==> src/rtl/tree_pkg.sv <==
// Shared definitions for the tree-bitmap SRAM image: row layout, limits and
// the encoder state encoding. The lookup datapath decodes rows with the same
// field constants.
package tree_pkg;

  localparam int ROW_W  = 32;
  localparam int ADDR_W = 10;
  localparam int TREE_W = 16;

  localparam int SUM_MSB  = 31;
  localparam int SUM_LSB  = 24;
  localparam int LVL_MSB  = 23;
  localparam int LVL_LSB  = 16;
  localparam int TREE_MSB = 15;
  localparam int TREE_LSB = 0;

  localparam int LVL_ONES_MAX = 255;
  localparam int ADDR_MAX     = (1 << ADDR_W) - 1;

  typedef enum logic [1:0] {
    ST_IDLE,
    ST_FILL,
    ST_DRAIN,
    ST_DONE
  } enc_state_e;

  // Assemble one SRAM row {sum, lvl_ones, tree_val}.
  function automatic logic [ROW_W-1:0] pack_row(input logic [7:0]        sum,
                                                input logic [7:0]        lvl_ones,
                                                input logic [TREE_W-1:0] tree_val);
    logic [ROW_W-1:0] row;
    row = '0;
    row[SUM_MSB:SUM_LSB]   = sum;
    row[LVL_MSB:LVL_LSB]   = lvl_ones;
    row[TREE_MSB:TREE_LSB] = tree_val;
    return row;
  endfunction

endpackage

==> src/rtl/popcount16.sv <==
// Population count of a 16-bit node bitmap (0..16).
module popcount16 (
  input  logic [15:0] bits,
  output logic [4:0]  ones
);

  // Plain adder chain; synthesis folds it into a compressor tree.
  always_comb begin
    ones = '0;
    for (int i = 0; i < 16; i++) begin
      ones = ones + 5'(bits[i]);
    end
  end

endmodule

==> src/rtl/tree_sram_encoder.sv <==
// Buffers one trie level of node bitmaps, then writes packed rows
// {prefix ones, level ones, bitmap} contiguously into SRAM.
//
// state | meaning
// IDLE  | waiting for start
// FILL  | accepting bitmaps of the current level into the buffer
// DRAIN | writing one buffered row per cycle
// DONE  | one-cycle end-of-tree pulse (suppressed after an error, which
//       | already pulsed done on the offending acceptance)
module tree_sram_encoder
  import tree_pkg::*;
#(
  parameter int BASE_ADDR   = 0,
  parameter int LEVEL_DEPTH = 64
) (
  input  logic              clock,
  input  logic              reset,
  input  logic              start,
  input  logic              bitmap_valid,
  input  logic [TREE_W-1:0] bitmap,
  input  logic              level_last,
  input  logic              tree_last,
  output logic              bitmap_ready,
  output logic              sram_we,
  output logic [ADDR_W-1:0] sram_addr,
  output logic [ROW_W-1:0]  sram_wdata,
  output logic              done,
  output logic              error
);

  localparam int IDX_W = $clog2(LEVEL_DEPTH);
  localparam int CNT_W = $clog2(LEVEL_DEPTH + 1);
  localparam logic [ADDR_W:0] BASE = (ADDR_W + 1)'(BASE_ADDR);

  enc_state_e        state, state_d;
  logic [CNT_W-1:0]  n, n_d, k, k_d, k_next;
  logic [8:0]        ones_acc, ones_d;
  logic [ADDR_W:0]   wr_addr, wr_addr_d, beat_addr;
  logic [7:0]        sum, sum_d;
  logic              tree_end, tree_end_d;
  logic              error_d, ready_d, we_d, done_d;
  logic [ADDR_W-1:0] addr_d;
  logic [ROW_W-1:0]  wdata_d;

  logic [TREE_W-1:0] lvl_buf [LEVEL_DEPTH];
  logic [TREE_W-1:0] row_bits;
  logic [4:0]        beat_ones, row_ones;
  logic [9:0]        ones_sum;
  logic              accept, store;
  logic              err_ones, err_depth, err_addr, err_any;

  popcount16 u_pop_beat (.bits(bitmap),   .ones(beat_ones));
  popcount16 u_pop_row  (.bits(row_bits), .ones(row_ones));

  assign row_bits  = lvl_buf[k[IDX_W-1:0]];
  assign k_next    = k + CNT_W'(1);
  assign accept    = (state == ST_FILL) && bitmap_valid && bitmap_ready;

  // Range checks use widened arithmetic so nothing wraps before comparison.
  assign ones_sum  = {1'b0, ones_acc} + 10'(beat_ones);
  assign beat_addr = wr_addr + (ADDR_W + 1)'(n);
  assign err_ones  = ones_sum > 10'(LVL_ONES_MAX);
  assign err_depth = n == CNT_W'(LEVEL_DEPTH);
  assign err_addr  = beat_addr > (ADDR_W + 1)'(ADDR_MAX);
  assign err_any   = err_ones || err_depth || err_addr;
  assign store     = accept && !err_any;

  // Next-state and next-output decode; every register holds by default.
  always_comb begin
    state_d    = state;
    n_d        = n;
    k_d        = k;
    ones_d     = ones_acc;
    wr_addr_d  = wr_addr;
    sum_d      = sum;
    tree_end_d = tree_end;
    error_d    = error;
    we_d       = 1'b0;
    addr_d     = sram_addr;
    wdata_d    = sram_wdata;
    done_d     = 1'b0;

    case (state)
      ST_IDLE: begin
        if (start) begin
          state_d    = ST_FILL;
          wr_addr_d  = BASE;
          error_d    = 1'b0;
          n_d        = '0;
          ones_d     = '0;
          tree_end_d = 1'b0;
        end
      end
      ST_FILL: begin
        if (accept) begin
          if (err_any) begin
            // The whole level is dropped; done pulses right away.
            error_d    = 1'b1;
            n_d        = '0;
            ones_d     = '0;
            tree_end_d = 1'b0;
            done_d     = 1'b1;
            state_d    = ST_DONE;
          end else begin
            n_d    = n + CNT_W'(1);
            ones_d = ones_sum[8:0];
            if (level_last || tree_last) begin
              state_d    = ST_DRAIN;
              k_d        = '0;
              sum_d      = '0;
              tree_end_d = tree_last;
            end
          end
        end
      end
      ST_DRAIN: begin
        we_d    = 1'b1;
        addr_d  = wr_addr[ADDR_W-1:0] + ADDR_W'(k);
        wdata_d = pack_row(sum, ones_acc[7:0], row_bits);
        sum_d   = sum + 8'(row_ones);
        k_d     = k_next;
        if (k_next == n) begin
          wr_addr_d = wr_addr + (ADDR_W + 1)'(n);
          n_d       = '0;
          ones_d    = '0;
          state_d   = tree_end ? ST_DONE : ST_FILL;
        end
      end
      ST_DONE: begin
        done_d  = !error;
        state_d = ST_IDLE;
      end
      default: state_d = ST_IDLE;
    endcase

    ready_d = (state_d == ST_FILL);
  end

  // State, counters and registered outputs.
  always_ff @(posedge clock or posedge reset) begin
    if (reset) begin
      state        <= ST_IDLE;
      n            <= '0;
      k            <= '0;
      ones_acc     <= '0;
      wr_addr      <= '0;
      sum          <= '0;
      tree_end     <= 1'b0;
      error        <= 1'b0;
      bitmap_ready <= 1'b0;
      sram_we      <= 1'b0;
      sram_addr    <= ADDR_W'(BASE_ADDR);
      sram_wdata   <= '0;
      done         <= 1'b0;
    end else begin
      state        <= state_d;
      n            <= n_d;
      k            <= k_d;
      ones_acc     <= ones_d;
      wr_addr      <= wr_addr_d;
      sum          <= sum_d;
      tree_end     <= tree_end_d;
      error        <= error_d;
      bitmap_ready <= ready_d;
      sram_we      <= we_d;
      sram_addr    <= addr_d;
      sram_wdata   <= wdata_d;
      done         <= done_d;
    end
  end

  // Level buffer; contents are only meaningful below n, so no reset.
  always_ff @(posedge clock) begin
    if (store) begin
      lvl_buf[n[IDX_W-1:0]] <= bitmap;
    end
  end

endmodule

==> config.mk <==
export PLATFORM = sky130hd
export DESIGN_NAME = tree_sram_encoder
export DESIGN_NICKNAME = d
export VERILOG_FILES = /design/src/rtl/tree_pkg.sv /design/src/rtl/popcount16.sv /design/src/rtl/tree_sram_encoder.sv
export SDC_FILE = /design/constraint.sdc
export NUM_CORES = 1
export LEC_CHECK = 0
export ABC_AREA = 0
export CORE_MARGIN = 2
export CORE_UTILIZATION = 41
export DETAILED_ROUTE_END_ITERATION = 10
export DONT_BUFFER_PORTS = 1
export PLACE_DENSITY = 0.59
export REMOVE_ABC_BUFFERS = 1
export SYNTH_ARGS = -nofsm -noshare
export SYNTH_HDL_FRONTEND = slang
export SYNTH_SLANG_ARGS = --single-unit
==> constraint.sdc <==
create_clock -name clock -period 7.83 [get_ports clock]
set_input_delay 0.783 -clock clock [delete_from_list [all_inputs] [get_ports clock]]
set_output_delay 0.783 -clock clock [all_outputs]
set_load 0.02 [all_outputs]
==> impl_metrics.json <==
{
  "ys_async_sr_fraction_pct": 8.16,
  "drc": 0,
  "final_cell_area_sq_um": 51200,
  "synth.distinct_cells": 66,
  "critPathRequiredTime_ns": 8.43,
  "rows": 121,
  "clkTransAtPathRegs_ns": 0.06,
  "die-area_sq_um": 112000,
  "yosys_warnings": 0,
  "max-slew-margin-rel_pct": 24.7,
  "hold_violations": 0,
  "drt_iter0_markers": 2303,
  "dpl_cell_area_sq_um": 47500,
  "clock_latency_ns": 0.72,
  "synth_commonest_cells": "edfxtp_1 (1024), mux2i_1 (289), nand2_1 (128), mux4_2 (114), nor2_1 (114)",
  "cts_htree_levels": 3,
  "via_per_inst": 5.66,
  "die_x_um": 335,
  "post_cts.repair.setup_buffers": 0,
  "cp.arrival_ns": 7.85,
  "wire_per_inst_um": 26.8,
  "grt_max_degree": 82,
  "cts_tree": "yes",
  "nets": 2797,
  "setup_viol": 0,
  "setup.worst_path.start_class": "flop",
  "hold_path_class": "input port to flop",
  "fin_tns_setup_ns": 0,
  "core_region_area_sq_um": 109000,
  "yosysMostFrequentCell": "edfxtp_1",
  "cts_buffer_depth": 3,
  "vias": 23900,
  "track_usage_pct": 20.2,
  "syn_avg_cell_area_sq_um": 17.4,
  "yosysTopAreaCellShare_pct": 68.3,
  "overflow": 0,
  "crit_path_end_kind": "flop",
  "maxCapViolations": 0,
  "ys_ff_latch": 1115,
  "synthFlopType": "edfxtp_1",
  "power_density_nw_per_um2": 412,
  "area_growth_pct": 13.7,
  "dr.pass1.iters": 5,
  "rsz0062_at_grt": "no",
  "ioPinCount": 68,
  "synth_edf_count": 1024,
  "synth_top_area_cell": "edfxtp_1",
  "port_buffers": 0,
  "fin_hold_ws_ns": 0.173,
  "max_stage_delay_ns": 0.70,
  "fin_util_pct": 47.0,
  "cts_root_buf": "clkbuf_16",
  "period_minus_slack_ns": 7.25,
  "antenna_found_initial": 3,
  "vdd.ir_drop.worst_mv": 0.717,
  "ant_nets": 0,
  "clock.fmax_mhz": 138,
  "place.gp.congestion": 0.852,
  "n_fill_cell": 9085,
  "yosysSeqAreaShare_pct": 73.4,
  "ys_top_cells_by_area": "edfxtp_1 (68%), mux2i_1 (6.4%), mux4_2 (5.7%)",
  "fin_crit_sh_pct": 92.6,
  "cp_max_fo": 22,
  "syn_inst": 2586,
  "hpwl_um": 69300,
  "initial_utilization_pct": 41.4,
  "grt_pass1_wl_um": 166000,
  "crit_type": "flop to flop",
  "die_y_um": 335,
  "drt-total-wl_um": 113000,
  "clock_sinks": 1115,
  "tightestPinTransition_ns": 1.12,
  "crit_chain": "and2_1, nand2_1, o221ai_1, a21oi_1, nand2_1, o211a_1, ha_1, inv_1, fa_1, fa_1, fa_1, fa_1, fa_1, fa_1, inv_1, ha_1, a21o_1, a21oi_1, o21bai_1, a21oi_1, nor3b_1, xnor2_1, nor2_1",
  "cts_resized": 0,
  "fin_skew_ns": 0.0325,
  "crit_path_frequent_cell": "fa_1",
  "leakagePower_nw": 16.8,
  "synth_area_sq_um": 45000,
  "status": "completed",
  "crit_path_top_delay_cell": "dfrtp_4",
  "cts_buffers": 112,
  "slew_violations": 0,
  "grt_pass1_vias": 24300,
  "drive_above_1_share_pct": 16.4
}
report_power, final:
part | internal [mW] | switching (mW)
registers | 6.70 | 0.364
clock network | 3.03 | 2.26
logic | 3.67 | 5.07
metrics by stage:
stage	setup WS, ns	cells	power, mW
3_5_place_dp	0.705	4013	15.8
2_1_floorplan	-9.80	2447	14.2
6_report	0.579	4226	21.1
3_3_place_gp	0.649	4013	15.7
5_1_grt	0.344	4225	22.3
4_1_cts	0.635	4225	21.1
per-layer routing:
metal,wire length [um],GRT usage (%),vias to the layer above,share of wire (%)
li1,-,-,10500,-
met1,47800,28.0,12500,42
met2,55100,33.1,795,49
met3,7740,3.60,139,6.8
met4,2420,4.92,0,2.1
met5,0,0,-,0
path summary, 6_finish.rpt:
path | depth (start not counted) | slack (ns) | end | startpoint
worst max-delay path | 23 | 0.58 | sum[7] | k[0]
worst min-delay path | 0 | 0.17 | lvl_buf[12][12] | bitmap[12]
worst max register to register | 23 | 0.58 | sum[7] | k[0]
worst min register to register | 2 | 0.51 | sram_wdata[16] | ones_acc[0]
max in group asynchronous | 3 | 5.97 | k[0] | reset
min in group asynchronous | 2 | 0.56 | sram_wdata[27] | reset
worst max-delay path: cells and delay by family (launching register included):
| family | cells | cell delay, ns |
|---|---|---|
| and+or+nand+nor | 5 | 1.15 |
| adders and majority gates | 8 | 3.49 |
| AOI/OAI and AO/OA | 7 | 1.47 |
| buffers and inverters | 2 | 0.15 |
| xor gates and xnor gates | 1 | 0.16 |
| DFF | 1 | 0.70 |
cell families (layout without fill, tap and decap cells):
group	Yosys count	count (layout)	share of synthesized area [%]
mux	410	410	12.3
buf+inv	194	419	1.81
xor+xnor	30	30	0.617
simple gates	388	388	3.97
compound gates	388	388	5.85
fa+ha+maj	61	61	2.10
flops	1115	1115	73.4
other cells	0	1	0
layout by cell type, fill, tap and decap left out, types with 24 or more instances in the layout:
cell | Yosys | final
ha_1 | 37 | 37
buf_4 | 2 | 138
mux4_2 | 114 | 114
nand2_1 | 128 | 128
o21ai_0 | 57 | 57
o22ai_1 | 52 | 52
edfxtp_1 | 1024 | 1024
mux2i_1 | 289 | 289
inv_1 | 55 | 54
fa_1 | 24 | 24
a21oi_1 | 65 | 65
nand3_1 | 49 | 49
nor2_1 | 114 | 113
clkbuf_1 | 58 | 33
a22oi_1 | 98 | 98
clkbuf_16 | 0 | 112
dfrtp_1 | 91 | 89
area by class of cell:
cell class	instances	area, sq um	share of cell area (%)
Clock buffer	154	3050	5.96
Sequential cell	1115	33000	64.5
Tap cell	1414	1770	3.45
Timing Repair Buffer	153	1330	2.59
Multi-Input combinational cell	1277	11200	21.9
Inverter	55	209	0.408
Antenna cell	1	2.50	0.00489
Clock inverter	57	601	1.17
state kept, by name, indices dropped and copies added, names as in the netlist, 7 cells and up:
| name | cells |
|---|---|
| k | 7 |
| lvl_buf | 1024 |
| n | 7 |
| ones_acc | 9 |
| sram_addr | 10 |
| sram_wdata | 32 |
| sum | 8 |
| wr_addr | 11 |
what timing repair did:
item / 4_1_cts / 5_1_grt
hold buffers: 1 / 0
endpoints found under the hold margin: 30 / 0
endpoints found under the setup margin: 0 / 0
(Power assumes the default switching activity.)
